===== src/rtl/vga_screen_pic_pipe_if.sv =====
// Pixel/game-state bundle into the colour pipeline and the coloured pixel out of it.
// Latency n/a; no backpressure, one pixel per clock.
interface vga_screen_pic_pipe_if #(
    parameter int N_OBS = 10
);
    logic                  pix_valid;
    logic                  frame_start;
    logic [9:0]            pix_x;
    logic [8:0]            pix_y;
    logic                  hsync_in;
    logic                  vsync_in;
    logic [1:0]            gamemode;
    logic [8:0]            player_y;
    logic [N_OBS*20-1:0]   obstacle_x;
    logic [N_OBS*18-1:0]   obstacle_y;
    logic [11:0]           rgb;
    logic                  rgb_valid;
    logic                  hsync_out;
    logic                  vsync_out;
`ifdef VGA_COLLIDE_DETECT_EN
    logic                  collide;
`endif

    modport master (
        output pix_valid, frame_start, pix_x, pix_y, hsync_in, vsync_in,
        output gamemode, player_y, obstacle_x, obstacle_y,
`ifdef VGA_COLLIDE_DETECT_EN
        input  collide,
`endif
        input  rgb, rgb_valid, hsync_out, vsync_out
    );

    modport slave (
        input  pix_valid, frame_start, pix_x, pix_y, hsync_in, vsync_in,
        input  gamemode, player_y, obstacle_x, obstacle_y,
`ifdef VGA_COLLIDE_DETECT_EN
        output collide,
`endif
        output rgb, rgb_valid, hsync_out, vsync_out
    );
endinterface


===== src/rtl/vga_screen_pic_pipe.sv =====
// Pixel colour pipeline from per-frame shadowed game state; VGA_COLLIDE_DETECT_EN adds a collide output.
// Latency 2 clk, 1 pixel/clk, no backpressure (never stalls).
module vga_screen_pic_pipe #(
    parameter int          N_OBS        = 10,
    parameter int          PLAYER_X     = 160,
    parameter int          PLAYER_SIZE  = 40,
    parameter int          BLINK_FRAMES = 30,
    parameter logic [11:0] C_PLAYER     = 12'h00F,
    parameter logic [11:0] C_OBS        = 12'hF70
) (
    input  logic                    clk,
    input  logic                    rst,
    vga_screen_pic_pipe_if.slave    bus
);
    localparam logic [10:0] PX_LO = 11'(PLAYER_X);
    localparam logic [10:0] PX_HI = 11'(PLAYER_X + PLAYER_SIZE);
    localparam int          CW    = $clog2(BLINK_FRAMES + 1);
    localparam logic [CW-1:0] CNT_LAST = CW'(BLINK_FRAMES - 1);

    logic [1:0]          sh_mode;
    logic [8:0]          sh_py;
    logic [N_OBS*20-1:0] sh_ox;
    logic [N_OBS*18-1:0] sh_oy;
    logic [CW-1:0]       frame_cnt;
    logic                blink_phase;

    logic [8:0]          eff_py;
    logic [N_OBS*20-1:0] eff_ox;
    logic [N_OBS*18-1:0] eff_oy;
    logic [9:0]          py_end;
    logic                player_hit_c;
    logic                obs_hit_c;

    logic                s1_valid, s1_hs, s1_vs, s1_player, s1_obs;
    logic [11:0]         colour_c;
    logic [11:0]         rgb_q;
    logic                rgb_valid_q, hsync_q, vsync_q;

    function automatic logic slot_hit(input logic [9:0] x, input logic [8:0] y,
                                      input logic [9:0] l, input logic [9:0] r,
                                      input logic [8:0] t, input logic [8:0] b);
        return !((l == r) && (t == b)) && (x >= l) && (x < r) && (y >= t) && (y < b);
    endfunction

    // The frame_start pixel must already see the state being latched on this edge.
    assign eff_py = bus.frame_start ? bus.player_y   : sh_py;
    assign eff_ox = bus.frame_start ? bus.obstacle_x : sh_ox;
    assign eff_oy = bus.frame_start ? bus.obstacle_y : sh_oy;
    assign py_end = {1'b0, eff_py} + 10'(PLAYER_SIZE);

    always_comb begin
        player_hit_c = ({1'b0, bus.pix_x} >= PX_LO) && ({1'b0, bus.pix_x} < PX_HI) &&
                       (bus.pix_y >= eff_py) && ({1'b0, bus.pix_y} < py_end);
        obs_hit_c = 1'b0;
        for (int i = 0; i < N_OBS; i++) begin
            if (slot_hit(bus.pix_x, bus.pix_y,
                         eff_ox[i*20 +: 10], eff_ox[i*20+10 +: 10],
                         eff_oy[i*18 +: 9],  eff_oy[i*18+9 +: 9]))
                obs_hit_c = 1'b1;
        end
    end

    always_ff @(posedge clk) begin
        if (rst) begin
            sh_mode     <= 2'b00;
            sh_py       <= '0;
            sh_ox       <= '0;
            sh_oy       <= '0;
            frame_cnt   <= '0;
            blink_phase <= 1'b0;
        end else if (bus.frame_start) begin
            sh_mode <= bus.gamemode;
            sh_py   <= bus.player_y;
            sh_ox   <= bus.obstacle_x;
            sh_oy   <= bus.obstacle_y;
            if (frame_cnt == CNT_LAST) begin
                frame_cnt   <= '0;
                blink_phase <= ~blink_phase;
            end else begin
                frame_cnt <= frame_cnt + 1'b1;
            end
        end
    end

    always_ff @(posedge clk) begin
        if (rst) begin
            s1_valid  <= 1'b0;
            s1_hs     <= 1'b0;
            s1_vs     <= 1'b0;
            s1_player <= 1'b0;
            s1_obs    <= 1'b0;
        end else begin
            s1_valid  <= bus.pix_valid;
            s1_hs     <= bus.hsync_in;
            s1_vs     <= bus.vsync_in;
            s1_player <= player_hit_c;
            s1_obs    <= obs_hit_c;
        end
    end

    // Shadow mode and blink phase already hold this frame's values when its pixels reach stage 2.
    always_comb begin
        unique case (sh_mode)
            2'b00:   colour_c = 12'hCCF;
            2'b01:   colour_c = 12'h0F0;
            2'b10:   colour_c = 12'hFF0;
            default: colour_c = blink_phase ? 12'h000 : 12'hF00;
        endcase
        if (s1_obs)
            colour_c = C_OBS;
        if (s1_player && !((sh_mode == 2'b10) && blink_phase))
            colour_c = C_PLAYER;
    end

    always_ff @(posedge clk) begin
        if (rst) begin
            rgb_q       <= '0;
            rgb_valid_q <= 1'b0;
            hsync_q     <= 1'b0;
            vsync_q     <= 1'b0;
        end else begin
            rgb_q       <= s1_valid ? colour_c : 12'h000;
            rgb_valid_q <= s1_valid;
            hsync_q     <= s1_hs;
            vsync_q     <= s1_vs;
        end
    end

    assign bus.rgb       = rgb_q;
    assign bus.rgb_valid = rgb_valid_q;
    assign bus.hsync_out = hsync_q;
    assign bus.vsync_out = vsync_q;

`ifdef VGA_COLLIDE_DETECT_EN
    logic collide_flag;
    logic collide_q;
    logic hit_now;

    assign hit_now = s1_player && s1_obs && s1_valid;

    always_ff @(posedge clk) begin
        if (rst) begin
            collide_flag <= 1'b0;
            collide_q    <= 1'b0;
        end else if (bus.frame_start) begin
            collide_q    <= collide_flag;
            collide_flag <= hit_now;
        end else begin
            collide_flag <= collide_flag | hit_now;
        end
    end

    assign bus.collide = collide_q;
`endif
endmodule


===== src/flat_wrapper.sv =====
// flat-port wrapper written by rule: the top's interface ports become plain ports
module vga_screen_pic_pipe_flat 
#(
    parameter int          N_OBS        = 10,
    parameter int          PLAYER_X     = 160,
    parameter int          PLAYER_SIZE  = 40,
    parameter int          BLINK_FRAMES = 30,
    parameter logic [11:0] C_PLAYER     = 12'h00F,
    parameter logic [11:0] C_OBS        = 12'hF70
)
  (clk, rst, bus_pix_valid, bus_frame_start, bus_pix_x, bus_pix_y, bus_hsync_in, bus_vsync_in, bus_gamemode, bus_player_y, bus_obstacle_x, bus_obstacle_y, bus_rgb, bus_rgb_valid, bus_hsync_out, bus_vsync_out);
  vga_screen_pic_pipe_if #(.N_OBS(N_OBS)) bus_i ();
  input  logic clk;
  input  logic rst;
  input wire logic [$bits(bus_i.pix_valid)-1:0] bus_pix_valid;
  input wire logic [$bits(bus_i.frame_start)-1:0] bus_frame_start;
  input wire logic [$bits(bus_i.pix_x)-1:0] bus_pix_x;
  input wire logic [$bits(bus_i.pix_y)-1:0] bus_pix_y;
  input wire logic [$bits(bus_i.hsync_in)-1:0] bus_hsync_in;
  input wire logic [$bits(bus_i.vsync_in)-1:0] bus_vsync_in;
  input wire logic [$bits(bus_i.gamemode)-1:0] bus_gamemode;
  input wire logic [$bits(bus_i.player_y)-1:0] bus_player_y;
  input wire logic [$bits(bus_i.obstacle_x)-1:0] bus_obstacle_x;
  input wire logic [$bits(bus_i.obstacle_y)-1:0] bus_obstacle_y;
  output wire logic [$bits(bus_i.rgb)-1:0] bus_rgb;
  output wire logic [$bits(bus_i.rgb_valid)-1:0] bus_rgb_valid;
  output wire logic [$bits(bus_i.hsync_out)-1:0] bus_hsync_out;
  output wire logic [$bits(bus_i.vsync_out)-1:0] bus_vsync_out;
  assign bus_i.pix_valid = bus_pix_valid;
  assign bus_i.frame_start = bus_frame_start;
  assign bus_i.pix_x = bus_pix_x;
  assign bus_i.pix_y = bus_pix_y;
  assign bus_i.hsync_in = bus_hsync_in;
  assign bus_i.vsync_in = bus_vsync_in;
  assign bus_i.gamemode = bus_gamemode;
  assign bus_i.player_y = bus_player_y;
  assign bus_i.obstacle_x = bus_obstacle_x;
  assign bus_i.obstacle_y = bus_obstacle_y;
  assign bus_rgb = bus_i.rgb;
  assign bus_rgb_valid = bus_i.rgb_valid;
  assign bus_hsync_out = bus_i.hsync_out;
  assign bus_vsync_out = bus_i.vsync_out;
  vga_screen_pic_pipe #(.N_OBS(N_OBS), .PLAYER_X(PLAYER_X), .PLAYER_SIZE(PLAYER_SIZE), .BLINK_FRAMES(BLINK_FRAMES), .C_PLAYER(C_PLAYER), .C_OBS(C_OBS)) u_core (.clk(clk), .rst(rst), .bus(bus_i));
endmodule

===== config.mk =====
export PLATFORM = sky130hd
export DESIGN_NAME = vga_screen_pic_pipe_flat
export DESIGN_NICKNAME = d
export VERILOG_FILES = /design/src/rtl/vga_screen_pic_pipe_if.sv /design/src/rtl/vga_screen_pic_pipe.sv /design/src/flat_wrapper.sv
export SDC_FILE = /design/constraint.sdc
export NUM_CORES = 1
export LEC_CHECK = 0
export ABC_AREA = 1
export BUFFER_PORTS_ARGS = -buffer_cell sky130_fd_sc_hd__clkbuf_2
export CORE_MARGIN = 5
export CORE_UTILIZATION = 50
export CTS_BUF_LIST = sky130_fd_sc_hd__clkbuf_8 sky130_fd_sc_hd__clkbuf_16
export DETAILED_ROUTE_END_ITERATION = 6
export HOLD_SLACK_MARGIN = 0.05
export PLACE_DENSITY = 0.81
export SYNTH_ARGS = -nofsm -noshare
export SYNTH_HDL_FRONTEND = slang
export SYNTH_SLANG_ARGS = --single-unit

===== constraint.sdc =====
create_clock -name clk -period 2.6 [get_ports clk]
set_input_delay 0.39 -clock clk [delete_from_list [all_inputs] [get_ports clk]]
set_output_delay 0.39 -clock clk [all_outputs]
set_load 0.02 [all_outputs]

# == After elaboration in Yosys (flattened, before gate mapping) ==
# Cells that the tools add are included.
# word_totals
inputBits,416
out_inout_bits,15
n_memories,0
wordCells,177
latch_bits,0
ramBits,0
reg_bits,417
rom_bits,0
# op_classes
reduce_logical,71
eq_ne,23
mux,18
bitwise_logic,2
n_addsub,2
n_div,0
order_cmp,44
shifts,0
multipliers,0
# ops
op,n
two-way mux 200 bit,1
two-way mux 180 bit,1
== test 10 bit,10
>= comparator 10 bit,10
< comparator 10 bit,10
>= comparator 9 bit,11
== test 9 bit,10
< comparator 9 bit,10
logical AND 1 bit,55
one-hot mux 12 bit (3 select lines),1
two-way mux 12 bit,2
zero test 1 bit,11
adder 9 x 6 -> 10 bit (second input constant),1
>= comparator 10 x 8 -> 1 bit (second input constant),1
< comparator 10 x 8 -> 1 bit (second input constant),1
< comparator 9 x 10 -> 1 bit,1
two-way mux 1 bit,10
two-way mux 9 bit,1
adder 5 x 1 -> 5 bit (second input constant),1
== test 5 bit (second input constant),1
two-way mux 5 bit,1
two-way mux 4 bit,1
OR reduction 4 bit,1
OR reduction 3 bit,1
other kinds (6),7

# == Depth between registers and ports, before layout ==
# logic_depth
ltp_word,18
depth_mapped,23
ltp_nobuf,20

# == Worst setup path before layout ==
# Ideal clock, no wire load.
# synth_timing
kind,input port to flip-flop
from,input bus_frame_start
to,register u_core.s1_player
n_path_buf,3
arrival_time_ns,2.654
setup_ns,0.119
path_stages,18
setup_slack_ns,-0.173
cell_sequence,buf_6 > inv_4 > buf_2 > buf_2 > or2_2 > o21ai_0 > inv_1 > ha_1 > inv_1 > xor2_1 > ha_1 > nand2_1 > nor3_1 > nor2_1 > o21ai_0 > a21oi_1 > o221ai_1 > nor2_1
# synth_via
elab_chain_len,4
# synth_lines
item,line_no,rtl
from (decl),flat_wrapper.sv:16,input wire logic [$bits(bus_i.frame_start)-1:0] bus_frame_start;
two-way mux 9 bit *,--,
named net u_core.eff_py[3],vga_screen_pic_pipe.sv:27,logic [8:0] eff_py;
adder 9 x 6 -> 10 bit / >= comparator 9 bit (equally long branches),"vga_screen_pic_pipe.sv:49, vga_screen_pic_pipe.sv:53",
< comparator 9 x 10 -> 1 bit / logical AND 1 bit (equally long branches),"vga_screen_pic_pipe.sv:53, vga_screen_pic_pipe.sv:52",
logical AND 1 bit *,vga_screen_pic_pipe.sv:53,"(bus.pix_y >= eff_py) && ({1'b0, bus.pix_y} < py_end);"
to (signal assigned),vga_screen_pic_pipe.sv:96,s1_player <= player_hit_c;
to (decl),vga_screen_pic_pipe.sv:34,"logic s1_valid, s1_hs, s1_vs, s1_player, s1_obs;"
# The timed path passes the listed nets; every way through them passes the cells marked *.
# A chain may end at the register's enable or synchronous reset.

# == Worst setup path after layout ==
# layout_timing
from,input bus_frame_start
to,register u_core.s1_obs
# layout_via
elab_chain_len,18
# layout_lines
item,line_no,rtl
"parallel branches: the longest is 17 deep, another holds >= comparator 10 bit",--,
two-way mux 1 bit *,vga_screen_pic_pipe.sv:56,"if (slot_hit(bus.pix_x, bus.pix_y,"
to (signal assigned),vga_screen_pic_pipe.sv:97,s1_obs <= obs_hit_c;
to (decl),vga_screen_pic_pipe.sv:34,
# Mark *: on every way between the ends.

==> results.json <==
{
  "status": "complete, no violations",
  "ys_seq_elements": 411,
  "ys_warn_count": 0,
  "drtIter0Drc": 2455,
  "clock_path_buffers": 3,
  "io_buffer_count": 430,
  "p_leak_nw": 21.2,
  "finalHoldViolCount": 0,
  "synthCells": 4860,
  "syn_nets": 5658,
  "path_cells": "buf_8 > inv_12 > buf_12 > nand2_1 > o21ai_1 > inv_1 > ha_1 > a21oi_1 > nor2_1 > a211oi_1 > o21ai_0 > a21oi_1 > nand4_1 > nand2_1 > nor2_1 > a21oi_1",
  "grt_first_pass_wirelength_mm": 157,
  "grt_max_degree": 106,
  "final_cells": 6442,
  "dp_hpwl_mm": 76.1,
  "final_common_cell": "nand2_1",
  "hold_path.class": "input port to flop",
  "cp.arrival_ns": 2.83,
  "clock-root-buffer": "clkbuf_16",
  "grt_pass1_vias": 31300,
  "via_per_inst": 5.14,
  "critPathBufInv": 4,
  "postPlaceCellArea_um2": 36300,
  "cts.clk_slew.worst_paths_ns": 0.06,
  "initial_core_util_pct": 50.3,
  "critPathRequiredTime_ns": 3.13,
  "path_delay_family": "compound AO/OA/AOI/OAI gates",
  "critical-path-max-stage-delay_ns": 0.30,
  "design_area_um2": 37900,
  "synth.distinct_cells": 43,
  "cts_made_buffers": 50,
  "die_height_um": 256,
  "whs_path_depth": 3,
  "clock_sinks": 411,
  "postRouteAntennaNets": 0,
  "via_count": 33100,
  "setup_viol": 0,
  "cpMaxStageDelayCell": "ha_1",
  "rows": 90,
  "synth_top_flop_cell": "dfxtp_1",
  "cpMostUsedCell": "a21oi_1",
  "cts_tree": "built",
  "clock_latency_ns": 0.59,
  "drv_slew": 0,
  "wl_per_cell_um": 15.5,
  "seq_area_frac_synth_pct": 27.3,
  "core_um2": 60000,
  "num_io_pins": 431,
  "power.density_nw_per_um2": 514,
  "first_pass_iters": 6,
  "routed_wl_mm": 100,
  "antenna_found_initial": 6,
  "cp.depth": 16,
  "drive_gt1_share_pct": 17.6,
  "nets": 6418,
  "synth_area_um2": 30200,
  "period_share_pct": 88.5,
  "overflow": 0,
  "finClkSkew_ns": 0.0271,
  "syn_avg_cell_area_um2": 6.21,
  "post-route-drc-count": 0,
  "final_cell_mix": "nand2_1 (1857), inv_1 (625), nor2_1 (569)",
  "max_freq_mhz": 434,
  "relSlewSlack_pct": 62.0,
  "crit_path_max_fanout": 32,
  "start_kind": "input port",
  "period_needed_ns": 2.30,
  "area_growth_pct": 25.7,
  "synth_edf_count": 0,
  "h-tree-depth": 2,
  "cap_violations": 0,
  "tightest_slew_ns": 0.570,
  "setup_tns_ns": 0,
  "rsz0062_at_grt": "no",
  "track_usage_pct": 29.1,
  "peakVddDrop_v": 0.000469,
  "die_area_um2": 65400,
  "critPathKind": "input port to flop",
  "cts_resized": 0,
  "cp-end-kind": "flop",
  "routabilityCongestion": 0.920,
  "async_flop_share_pct": 0,
  "die_x_um": 256,
  "reg2reg_depth": 13,
  "dp_cells": 6346
}
state kept, by name, indices dropped and copies added, names as in the netlist:
name and cells:
u_core.bus.vsync_out 1, u_core.blink_phase 1, u_core.frame_cnt 5, u_core.bus.rgb_valid 1, u_core.sh_mode 2, u_core.sh_py 9, u_core.sh_oy 180, u_core.s1_valid 1
u_core.bus.hsync_out 1, u_core.bus.rgb 6, u_core.sh_ox 200, u_core.s1_vs 1, u_core.s1_hs 1, u_core.s1_obs 1, u_core.s1_player 1
cells by family (layout without fill, tap and decap cells):
family                   Yosys count  after routing  share of synthesized area [%]
buffers and inverters            798           1594                           11.2
AO/OA/AOI/OAI                    619            619                           11.0
flip-flops                       411            411                           27.3
AND/OR/NAND/NOR                 2619           2619                           33.8
adder cells (fa/ha/maj)          382            382                           15.8
multiplexers                       3              3                         0.0995
other                              0              4                              0
XOR/XNOR                          28             28                          0.813
path summary, 6_finish.rpt:
kind / from / endpoint / slack, ns
setup / recovery: bus_frame_start / u_core.s1_obs$_SDFF_PP0_ / 0.30
hold / removal: bus_player_y[2] / u_core.sh_py[2]$_SDFF_PP0_ / 0.09
setup reg to reg: u_core.sh_oy[71]$_SDFF_PP0_ / u_core.s1_obs$_SDFF_PP0_ / 0.34
hold reg to reg: u_core.s1_hs$_SDFF_PP0_ / u_core.bus.hsync_out$_SDFF_PP0_ / 0.40
cell usage after synthesis (10+ instances only):
cell type     n  area [um2]
clkbuf_1     49         184
nand3_1      72         360
o21ai_0     282        1410
or2_2        15        93.8
o21ai_2      13         114
nor2_1      569        2140
nor3_1       20         100
buf_2        81         405
buf_4        24         180
or2_1        14        87.6
buf_6        21         236
dfxtp_1     411        8230
o21a_1       17         128
o21ai_1      89         445
nand4_1      48         300
a21oi_1     171         856
xnor2_1      19         166
inv_1       616        2310
nand2_1    1857        6970
o211ai_1     10        75.1
ha_1        382        4780
worst register-to-register path, stage by stage, from the launching register on:
cell and delay (ns):
dfxtp_1 0.31, o21ai_0 0.26, ha_1 0.31, a21oi_1 0.25, nand2_1 0.09, nor2_1 0.10
o21ai_0 0.08, a21oi_1 0.13, nand3_1 0.14, nor2_1 0.13, nand2_1 0.13, nand2_1 0.09
nor2_1 0.04, a21oi_1 0.12
area by class of cell:
class / instances / area (um2)
Antenna cell: 4 / 10.0
Clock buffer: 61 / 1410
Clock inverter: 27 / 205
Fill cell: 5286 / 22100
Inverter: 619 / 2340
Multi-Input combinational cell: 3651 / 18600
Sequential cell: 411 / 8230
Tap cell: 782 / 978
Timing Repair Buffer: 887 / 6190
report_power, final:
part	switching [W]	leakage, nW	internal (W)
registers	0.000161	3.41	0.00671
clock network	0.00288	0.852	0.00411
logic	0.00326	17.0	0.00239
timing repair:
action / in CTS / in global routing
hold buffers: 4 / 0
setup buffers: 0 / 0
endpoints found under the hold margin: 4 / 0
through the flow:
step / utilization, % / power [W] / hold slack (ns) / setup WS, ns
floorplan: - / 0.0102 / 0.388 / 0.0265
global placement: 60.4 / 0.0124 / 0.390 / -0.252
detailed placement: 60.4 / 0.0125 / 0.394 / -0.249
CTS: 63.2 / 0.0195 / 0.0551 / 0.354
global route: 63.2 / 0.0206 / 0.0878 / 0.168
finish: 63.2 / 0.0195 / 0.0906 / 0.298
layer usage:
layer | vias up | part of all wire, % | global-route usage [%]
li1 | 16700 | - | -
met1 | 14800 | 41 | 36.8
met2 | 1250 | 46 | 48.5
met3 | 279 | 8.1 | 4.70
met4 | 4 | 5.1 | 14.0
met5 | - | 0.021 | 0
(Power assumes the default switching activity.)
